$ cat config.mk
export PLATFORM = sky130hd
export DESIGN_NAME = multi_channel_packetizer_flat
export DESIGN_NICKNAME = d
export VERILOG_FILES = /design/src/rtl/multi_channel_packetizer_if.sv /design/src/rtl/multi_channel_packetizer.sv /design/src/flat_wrapper.sv
export SDC_FILE = /design/constraint.sdc
export NUM_CORES = 1
export LEC_CHECK = 0
export ABC_AREA = 1
export CAP_MARGIN = 20
export CORE_AREA = 2 2 211 213
export CTS_CLUSTER_DIAMETER = 200
export DETAILED_ROUTE_END_ITERATION = 10
export DIE_AREA = 0 0 213 215
export PLACE_DENSITY = 0.61
export RECOVER_POWER = 25
export SLEW_MARGIN = 20
export SYNTH_ARGS = -nofsm -noshare
export SYNTH_HDL_FRONTEND = slang
export SYNTH_SLANG_ARGS = --single-unit
$ cat constraint.sdc
create_clock -name clk210_p -period 3.3 [get_ports clk210_p]
set_clock_uncertainty 0.05 [all_clocks]
set_input_delay 0.33 -clock clk210_p [delete_from_list [all_inputs] [get_ports clk210_p]]
set_output_delay 0.33 -clock clk210_p [all_outputs]
set_load 0.1 [all_outputs]
$ cat src/rtl/multi_channel_packetizer_if.sv
// ---------------------------------------------------------------------------
// multi_channel_packetizer_if
// Byte-wide write port toward the SD-card write FIFO.
//   sd_write_fifo_din_p    : byte to write (driven by the packetizer)
//   sd_write_fifo_wr_en_p  : write strobe, one byte per asserted cycle
//   sd_write_fifo_full_p   : FIFO full, stalls the packetizer
// master = packetizer side, slave = FIFO side.
// ---------------------------------------------------------------------------
interface multi_channel_packetizer_if;
    logic [7:0] sd_write_fifo_din_p;
    logic       sd_write_fifo_wr_en_p;
    logic       sd_write_fifo_full_p;

    modport master (
        output sd_write_fifo_din_p,
        output sd_write_fifo_wr_en_p,
        input  sd_write_fifo_full_p
    );

    modport slave (
        input  sd_write_fifo_din_p,
        input  sd_write_fifo_wr_en_p,
        output sd_write_fifo_full_p
    );
endinterface

$ cat src/rtl/multi_channel_packetizer.sv
// ---------------------------------------------------------------------------
// multi_channel_packetizer
// Round-robin arbiter over NUM_CH standard-mode processing FIFOs. Each granted
// word is read once and serialised as a byte packet:
//   SYNC_BYTE, {4'h0, ch}, PB payload bytes (MSB first), XOR of payload bytes.
// Ports:
//   clk210_p              : system clock, rising edge
//   reset_p               : synchronous active-high reset
//   channel_enable_p      : per-channel service enable
//   fifo_ch_dout_p        : concatenated channel FIFO data (ch i at i*WORD_W)
//   fifo_ch_data_count_p  : concatenated channel FIFO counts (ch i at i*CNT_W)
//   fifo_ch_rd_en_p       : one-hot channel FIFO read enable
//   sd_if                 : byte write port to the SD write FIFO
//   busy_p                : packet in progress (state not IDLE)
//   current_channel_p     : channel of the current or last packet
//   packets_sent_p        : completed packet count, wraps at 2^32
// ---------------------------------------------------------------------------
module multi_channel_packetizer #(
    parameter int         NUM_CH    = 4,
    parameter int         WORD_W    = 108,
    parameter int         CNT_W     = 12,
    parameter int         MIN_COUNT = 1,
    parameter logic [7:0] SYNC_BYTE = 8'hA5
) (
    input  logic                      clk210_p,
    input  logic                      reset_p,
    input  logic [NUM_CH-1:0]         channel_enable_p,
    input  logic [NUM_CH*WORD_W-1:0]  fifo_ch_dout_p,
    input  logic [NUM_CH*CNT_W-1:0]   fifo_ch_data_count_p,
    output logic [NUM_CH-1:0]         fifo_ch_rd_en_p,
    multi_channel_packetizer_if.master sd_if,
    output logic                      busy_p,
    output logic [3:0]                current_channel_p,
    output logic [31:0]               packets_sent_p
);

    localparam int PB   = (WORD_W + 7) / 8;
    localparam int SH_W = PB * 8;
    localparam int BC_W = (PB > 1) ? $clog2(PB) : 1;

    typedef enum logic [2:0] {
        ST_IDLE,
        ST_READ,
        ST_WAIT,
        ST_SYNC,
        ST_HDR,
        ST_PAYLOAD,
        ST_CSUM
    } state_t;

    state_t            state_q, state_d;
    logic [3:0]        ptr_q, ptr_d;
    logic [3:0]        cur_ch_q, cur_ch_d;
    logic [SH_W-1:0]   shift_q, shift_d;
    logic [7:0]        csum_q, csum_d;
    logic [BC_W-1:0]   byte_cnt_q, byte_cnt_d;
    logic [31:0]       packets_q, packets_d;

    logic [15:0]       req_pad_s;
    logic [3:0]        grant_s;
    logic              grant_found_s;
    logic [4:0]        cand_s;
    logic [WORD_W-1:0] sel_word_s;
    logic [NUM_CH-1:0] rd_en_s;
    logic [7:0]        din_s;
    logic              emit_s;
    logic              wr_en_s;
    logic              full_s;

    assign full_s = sd_if.sd_write_fifo_full_p;

    // Request vector, padded to 16 so a 4-bit channel index always fits.
    always_comb begin
        req_pad_s = 16'h0000;
        for (int i = 0; i < NUM_CH; i++) begin
            req_pad_s[i] = channel_enable_p[i] &&
                           (fifo_ch_data_count_p[i*CNT_W +: CNT_W] >= CNT_W'(MIN_COUNT));
        end
    end

    // Round-robin search: first requester starting at ptr+1, wrapping at NUM_CH.
    always_comb begin
        grant_found_s = 1'b0;
        grant_s       = ptr_q;
        cand_s        = 5'd0;
        for (int k = 1; k <= NUM_CH; k++) begin
            cand_s = {1'b0, ptr_q} + 5'(k);
            if (cand_s >= 5'(NUM_CH)) begin
                cand_s = cand_s - 5'(NUM_CH);
            end else begin
                cand_s = cand_s;
            end
            if (!grant_found_s && req_pad_s[cand_s[3:0]]) begin
                grant_found_s = 1'b1;
                grant_s       = cand_s[3:0];
            end else begin
                grant_found_s = grant_found_s;
            end
        end
    end

    // Data mux for the granted channel; valid in WAIT (cycle after the read).
    always_comb begin
        sel_word_s = '0;
        for (int i = 0; i < NUM_CH; i++) begin
            sel_word_s = (4'(i) == cur_ch_q) ? fifo_ch_dout_p[i*WORD_W +: WORD_W] : sel_word_s;
        end
    end

    // One-hot read strobe, only in READ and never while reset is asserted.
    always_comb begin
        rd_en_s = '0;
        if ((state_q == ST_READ) && !reset_p) begin
            for (int i = 0; i < NUM_CH; i++) begin
                rd_en_s[i] = (4'(i) == cur_ch_q);
            end
        end else begin
            rd_en_s = '0;
        end
    end

    // Next-state and byte-output logic; every emitting state holds while full.
    always_comb begin
        state_d    = state_q;
        ptr_d      = ptr_q;
        cur_ch_d   = cur_ch_q;
        shift_d    = shift_q;
        csum_d     = csum_q;
        byte_cnt_d = byte_cnt_q;
        packets_d  = packets_q;
        din_s      = 8'h00;
        emit_s     = 1'b0;

        case (state_q)
            ST_IDLE: begin
                if (grant_found_s) begin
                    cur_ch_d = grant_s;
                    state_d  = ST_READ;
                end else begin
                    state_d  = ST_IDLE;
                end
            end
            ST_READ: begin
                state_d = ST_WAIT;
            end
            ST_WAIT: begin
                // Zero-extend the word on the MSB side to whole bytes.
                shift_d                = '0;
                shift_d[WORD_W-1:0]    = sel_word_s;
                csum_d                 = 8'h00;
                byte_cnt_d             = '0;
                state_d                = ST_SYNC;
            end
            ST_SYNC: begin
                din_s  = SYNC_BYTE;
                emit_s = 1'b1;
                if (!full_s) begin
                    state_d = ST_HDR;
                end else begin
                    state_d = ST_SYNC;
                end
            end
            ST_HDR: begin
                din_s  = {4'h0, cur_ch_q};
                emit_s = 1'b1;
                if (!full_s) begin
                    state_d = ST_PAYLOAD;
                end else begin
                    state_d = ST_HDR;
                end
            end
            ST_PAYLOAD: begin
                din_s  = shift_q[SH_W-1 -: 8];
                emit_s = 1'b1;
                if (!full_s) begin
                    shift_d = shift_q << 8;
                    csum_d  = csum_q ^ din_s;
                    if (byte_cnt_q == BC_W'(PB - 1)) begin
                        byte_cnt_d = '0;
                        state_d    = ST_CSUM;
                    end else begin
                        byte_cnt_d = byte_cnt_q + BC_W'(1);
                    end
                end else begin
                    state_d = ST_PAYLOAD;
                end
            end
            ST_CSUM: begin
                din_s  = csum_q;
                emit_s = 1'b1;
                if (!full_s) begin
                    packets_d = packets_q + 32'd1;
                    ptr_d     = cur_ch_q;
                    state_d   = ST_IDLE;
                end else begin
                    state_d   = ST_CSUM;
                end
            end
            default: begin
                state_d = ST_IDLE;
            end
        endcase

        wr_en_s = emit_s && !full_s && !reset_p;
    end

    // State and datapath registers with synchronous reset.
    always_ff @(posedge clk210_p) begin
        if (reset_p) begin
            state_q    <= ST_IDLE;
            ptr_q      <= 4'(NUM_CH - 1);
            cur_ch_q   <= 4'h0;
            shift_q    <= '0;
            csum_q     <= 8'h00;
            byte_cnt_q <= '0;
            packets_q  <= 32'd0;
        end else begin
            state_q    <= state_d;
            ptr_q      <= ptr_d;
            cur_ch_q   <= cur_ch_d;
            shift_q    <= shift_d;
            csum_q     <= csum_d;
            byte_cnt_q <= byte_cnt_d;
            packets_q  <= packets_d;
        end
    end

    assign fifo_ch_rd_en_p             = rd_en_s;
    assign sd_if.sd_write_fifo_din_p   = din_s;
    assign sd_if.sd_write_fifo_wr_en_p = wr_en_s;
    assign busy_p                      = (state_q != ST_IDLE);
    assign current_channel_p           = cur_ch_q;
    assign packets_sent_p              = packets_q;

endmodule

$ cat src/flat_wrapper.sv
// flat-port wrapper written by rule: the top's interface ports become plain ports
module multi_channel_packetizer_flat 
#(
    parameter int         NUM_CH    = 4,
    parameter int         WORD_W    = 108,
    parameter int         CNT_W     = 12,
    parameter int         MIN_COUNT = 1,
    parameter logic [7:0] SYNC_BYTE = 8'hA5
)
  (clk210_p, reset_p, channel_enable_p, fifo_ch_dout_p, fifo_ch_data_count_p, fifo_ch_rd_en_p, busy_p, current_channel_p, packets_sent_p, sd_if_sd_write_fifo_din_p, sd_if_sd_write_fifo_wr_en_p, sd_if_sd_write_fifo_full_p);
  multi_channel_packetizer_if sd_if_i ();
  input  logic clk210_p;
  input  logic reset_p;
  input  logic [NUM_CH-1:0] channel_enable_p;
  input  logic [NUM_CH*WORD_W-1:0] fifo_ch_dout_p;
  input  logic [NUM_CH*CNT_W-1:0] fifo_ch_data_count_p;
  output logic [NUM_CH-1:0] fifo_ch_rd_en_p;
  output logic busy_p;
  output logic [3:0] current_channel_p;
  output logic [31:0] packets_sent_p;
  output wire logic [$bits(sd_if_i.sd_write_fifo_din_p)-1:0] sd_if_sd_write_fifo_din_p;
  output wire logic [$bits(sd_if_i.sd_write_fifo_wr_en_p)-1:0] sd_if_sd_write_fifo_wr_en_p;
  input wire logic [$bits(sd_if_i.sd_write_fifo_full_p)-1:0] sd_if_sd_write_fifo_full_p;
  assign sd_if_sd_write_fifo_din_p = sd_if_i.sd_write_fifo_din_p;
  assign sd_if_sd_write_fifo_wr_en_p = sd_if_i.sd_write_fifo_wr_en_p;
  assign sd_if_i.sd_write_fifo_full_p = sd_if_sd_write_fifo_full_p;
  multi_channel_packetizer #(.NUM_CH(NUM_CH), .WORD_W(WORD_W), .CNT_W(CNT_W), .MIN_COUNT(MIN_COUNT), .SYNC_BYTE(SYNC_BYTE)) u_core (.clk210_p(clk210_p), .reset_p(reset_p), .channel_enable_p(channel_enable_p), .fifo_ch_dout_p(fifo_ch_dout_p), .fifo_ch_data_count_p(fifo_ch_data_count_p), .fifo_ch_rd_en_p(fifo_ch_rd_en_p), .sd_if(sd_if_i), .busy_p(busy_p), .current_channel_p(current_channel_p), .packets_sent_p(packets_sent_p));
endmodule
# After elaboration in Yosys (flattened, before gate mapping)
# Cells that the tools add are included.
# op_classes
n_eq_ne	12
order_cmp	12
add_sub_neg	10
n_bitwise	2
reduce_logical	23
mux	41
# ops
operator	n
$mux 108	4
$pmux 112 s2	1
$mux 112	1
$ge 12x1->1 const B	4
$mux 4	11
$add 32x1->32 const B	1
$pmux 8 s4	1
$pmux 3 s7	1
$ge 5x3->1 const B	4
$lt 4x5->1 const B	4
$bmux 1 s4	4
$pmux 8 s2	1
$sub 4x3->4 const B	4
$mux 3	4
$mux 1	11
$add 4x2->5 const B	2
$logic_and 1x1->1	10
$eq 3x3->1 const B	3
$eq 2x4->1 const A	2
$mux 8	1
$pmux 4 s2	1
$xor 8x8->8	1
$eq 3x2->1 const B	2
$reduce_and 2->1	3
other kinds (15)	19
# word_totals
regBits	167
input_bits	487

# Logic depth before layout (Yosys ltp)
# depth
word_depth	17
depth_mapped	16
mapped_depth_nobuf	16

# Worst setup path before layout
# No wires, ideal clock.
# synth_timing
kind	reg2out
start	reg u_core.cur_ch_q[0], in the netlist u_core.current_channel_p[0]
end	out fifo_ch_rd_en_p[1]
stages_incl_launch_ff	8
n_path_buf	3
t_arrival_ns	3.364
setup_slack_ns	-0.444
path_cell_list	dfxtp_1 -> buf_2 -> inv_1 -> nor2_1 -> buf_2 -> buf_2 -> nand2_1 -> nor2_1
# synth_via
elab_chain_len	2
# synth_rtl
item	line	source
start: declaration	multi_channel_packetizer.sv:53	logic [3:0] cur_ch_q, cur_ch_d;
start signal: assignment	multi_channel_packetizer.sv:220	cur_ch_q <= cur_ch_d;
$eq 1x4->1	multi_channel_packetizer.sv:115	rd_en_s[i] = (4'(i) == cur_ch_q);
$mux 4	multi_channel_packetizer.sv:113	if ((state_q == ST_READ) && !reset_p) begin
end: declaration	flat_wrapper.sv:17	output logic [NUM_CH-1:0] fifo_ch_rd_en_p;
# No other way between the ends.

# Worst setup path after layout
# layout_timing
start	reg u_core.state_q[2]
end	out sd_if_sd_write_fifo_din_p[0]
# layout_via
elab_chain_len	2
word_cells_on_any_way	5
classes_between	4 x eq/ne; 1 x mux
# layout_rtl
item	line	source
start: declaration	multi_channel_packetizer.sv:51	state_t state_q, state_d;
start signal: assignment	multi_channel_packetizer.sv:218	state_q <= state_d;
$eq 3x3->1 / $eq 3x2->1 (equally long branches)	multi_channel_packetizer.sv:134	case (state_q)
$pmux 8 s4 (*)	multi_channel_packetizer.sv:134	
end: declaration	flat_wrapper.sv:21	output wire logic [$bits(sd_if_i.sd_write_fifo_din_p)-1:0] sd_if_sd_write_fifo_din_p;
# Every way passes the cells marked *; elsewhere a longest branch is shown, timed or not.

==> flow_metrics.tcl <==
set metrics [dict create \
    setup_viol 0 \
    crit_top_cell "inv_2" \
    clk_transition_reported_paths_ns 0.08 \
    cts_resized 0 \
    antenna_found_initial 19 \
    finalMaxSlewViolations 38 \
    violations "capacitance limit, slew limit" \
    syn_to_final_growth_pct 59.8 \
    wl_met2_mm 26.1 \
    synthArstFlopShare 0 \
    period_share 0.901 \
    finalNonFillerCells 2601 \
    drive_gt1_frac 0.0495 \
    clockRootBuffer "clkbuf_16" \
    final_nets 2488 \
    cts_max_level 4 \
    coreArea_um2 43600 \
    cp_slowest_cell "o2111ai_1" \
    drc 0 \
    top_layer_used "met5" \
    cp-end-kind "primary output" \
    syn_avg_cell_area_um2 6.90 \
    dp_hpwl_mm 40.4 \
    dp.cells 2558 \
    wirelength_mm 54.1 \
    grt_first_pass_wirelength_mm 78.8 \
    p_leak_nw 6.15 \
    cts_sinks 167 \
    wl_met3_mm 4.50 \
    grt_pass1_vias 13400 \
    syn-instance-count 1553 \
    fmax_ghz 0.336 \
    final_cell_area_um2 17100 \
    synth_cell_type_count 49 \
    dieHeight_um 215 \
    hp-class "in2reg" \
    critPathKind "reg2out" \
    synth_ff_type "dfxtp_1" \
    cp_data_required_time_ns 2.92 \
    path_cells "inv_2, nor2_1, inv_2, nor2_4, clkinv_2, o2111ai_1, buf_12" \
    tightest_slew_ns 1.57 \
    outcome "finished with violations" \
    portBuffers 536 \
    layout_common_cells "clkdlybuf4s50_1, nand3_1, a21oi_1, dfxtp_1, nand2_1" \
    finalHoldViolCount 0 \
    firstDrtPassIters 5 \
    cts_buffers 17 \
    grt-ovfl-total 0 \
    grtUsageTotal 0.227 \
    holdWs_ns 0.387 \
    placed_area_um2 16600 \
    cts_setup_buffers 0 \
    yosysSeqAreaShare 0.312 \
    syn_nets 2056 \
    dieArea_um2 45800 \
    dr.first_iter.drc_count 1013 \
    final_common_cell "clkdlybuf4s50_1" \
    io_pins 537 \
    avgRoutedWirePerCell_um 20.8 \
    total_power_w 0.00910 \
    dieWidth_um 213 \
    startpoint_type "flip-flop" \
    grt_max_degree 219 \
    yosys_warnings 0 \
    num_vias 13700 \
    clock_latency_ns 0.45 \
    place.gp.congestion 0.890 \
    final.min_clock_period_ns 2.97 \
    start_util 0.246 \
    critPathArrivalTime_ns 2.59 \
    cts_hold_buf 0 \
    fin_tns_setup_ns 0 \
    vias_per_cell 5.25 \
    synth-edff-count 0 \
    core.rowCount 77 \
    ant_nets 0 \
    cts_tree "built" \
    synth_area_um2 10700 \
    max-cap-violations 2 \
    pwr_density_cell_nw_per_um2 531 \
    met1_length_mm 21.8 \
    synth.ff_latch_count 167 \
    max_stage_delay_ns 0.62 \
    relSlewSlack -0.0446 \
    crit_path_max_fanout 30 \
    clockBufferDepth 2 \
    ir_drop_mv 0.308 \
    rsz0062_at_grt "false" \
]
==> worst max-delay path: cells and delay by family, from the launching register on <==
kind,cells,cell delay [ns]
AO/OA/AOI/OAI,1,0.62
buffers and inverters,4,0.82
flip-flops,1,0.43
AND/OR/NAND/NOR,2,0.27
==> Yosys cell counts (9+ instances only) <==
| cell | n | area, µm² |
|---|---|---|
| inv_1 | 66 | 248 |
| o221ai_1 | 87 | 762 |
| nand3_1 | 262 | 1310 |
| nand4_1 | 9 | 56.3 |
| nor3_1 | 18 | 90.1 |
| dfxtp_1 | 167 | 3340 |
| buf_2 | 31 | 155 |
| xor2_1 | 11 | 96.3 |
| nor2_1 | 87 | 327 |
| clkbuf_1 | 103 | 387 |
| a41oi_1 | 13 | 114 |
| a21oi_1 | 250 | 1250 |
| o21ai_0 | 121 | 606 |
| ha_1 | 16 | 200 |
| buf_1 | 12 | 45.0 |
| nand2_1 | 127 | 477 |
| o211ai_1 | 12 | 90.1 |
| a31oi_1 | 89 | 557 |
==> final cells by class <==
| cell class | count | area, µm² |
|---|---|---|
| multi-input cells | 1163 | 6440 |
| inverters | 75 | 294 |
| clock buffers | 17 | 425 |
| fillers | 4567 | 26500 |
| well taps | 592 | 741 |
| repair buffers | 561 | 5680 |
| flip-flops and latches | 167 | 3340 |
| diodes | 11 | 27.5 |
| clock inverters | 15 | 179 |
==> worst paths after layout <==
path,from,to,slack [ns],depth (start not counted)
worst max-delay path,u_core.state_q[2],sd_if_sd_write_fifo_din_p[0],0.33,7
worst min-delay path,reset_p,u_core.packets_sent_p[22],0.39,3
worst max register to register,u_core.state_q[2],u_core.packets_sent_p[28],0.36,12
worst min register to register,u_core.csum_q[4],u_core.csum_q[4],0.40,1
==> kinds of logic after synthesis <==
logic type	share of synthesized area
buf+inv	0.0830
fa+ha+maj	0.0187
xor+xnor	0.0114
simple gates	0.244
compound gates	0.331
flops	0.312
==> routing by layer <==
| layer | vias to the layer above | global-route usage |
|---|---|---|
| li1 | 6612 | - |
| met5 | - | 0 |
| met1 | 6393 | 0.267 |
| met3 | 77 | 0.0604 |
| met2 | 570 | 0.393 |
| met4 | 10 | 0.0804 |
==> power breakdown <==
part | internal [W] | total, W | switching (W)
Combinational | 0.00165 | 0.00422 | 0.00258
Sequential | 0.00247 | 0.00278 | 0.000317
Clock | 0.00109 | 0.00209 | 0.00100
==> registers in the layout, indices dropped and copies added, names as in the netlist <==
signal,cells
u_core.byte_cnt_q,4
u_core.csum_q,8
u_core.current_channel_p,4
u_core.packets_sent_p,32
u_core.ptr_q,4
u_core.shift_q,112
u_core.state_q,3
==> through the flow <==
step / util / worst slack (ns)
6_report: 0.393 / 0.327
2_1_floorplan: - / -0.343
5_1_grt: 0.392 / 0.0524
3_5_place_dp: 0.381 / 0.593
3_3_place_gp: 0.381 / 0.612
4_1_cts: 0.395 / 0.198
Note: power is estimated with default switching activity, not from simulation.
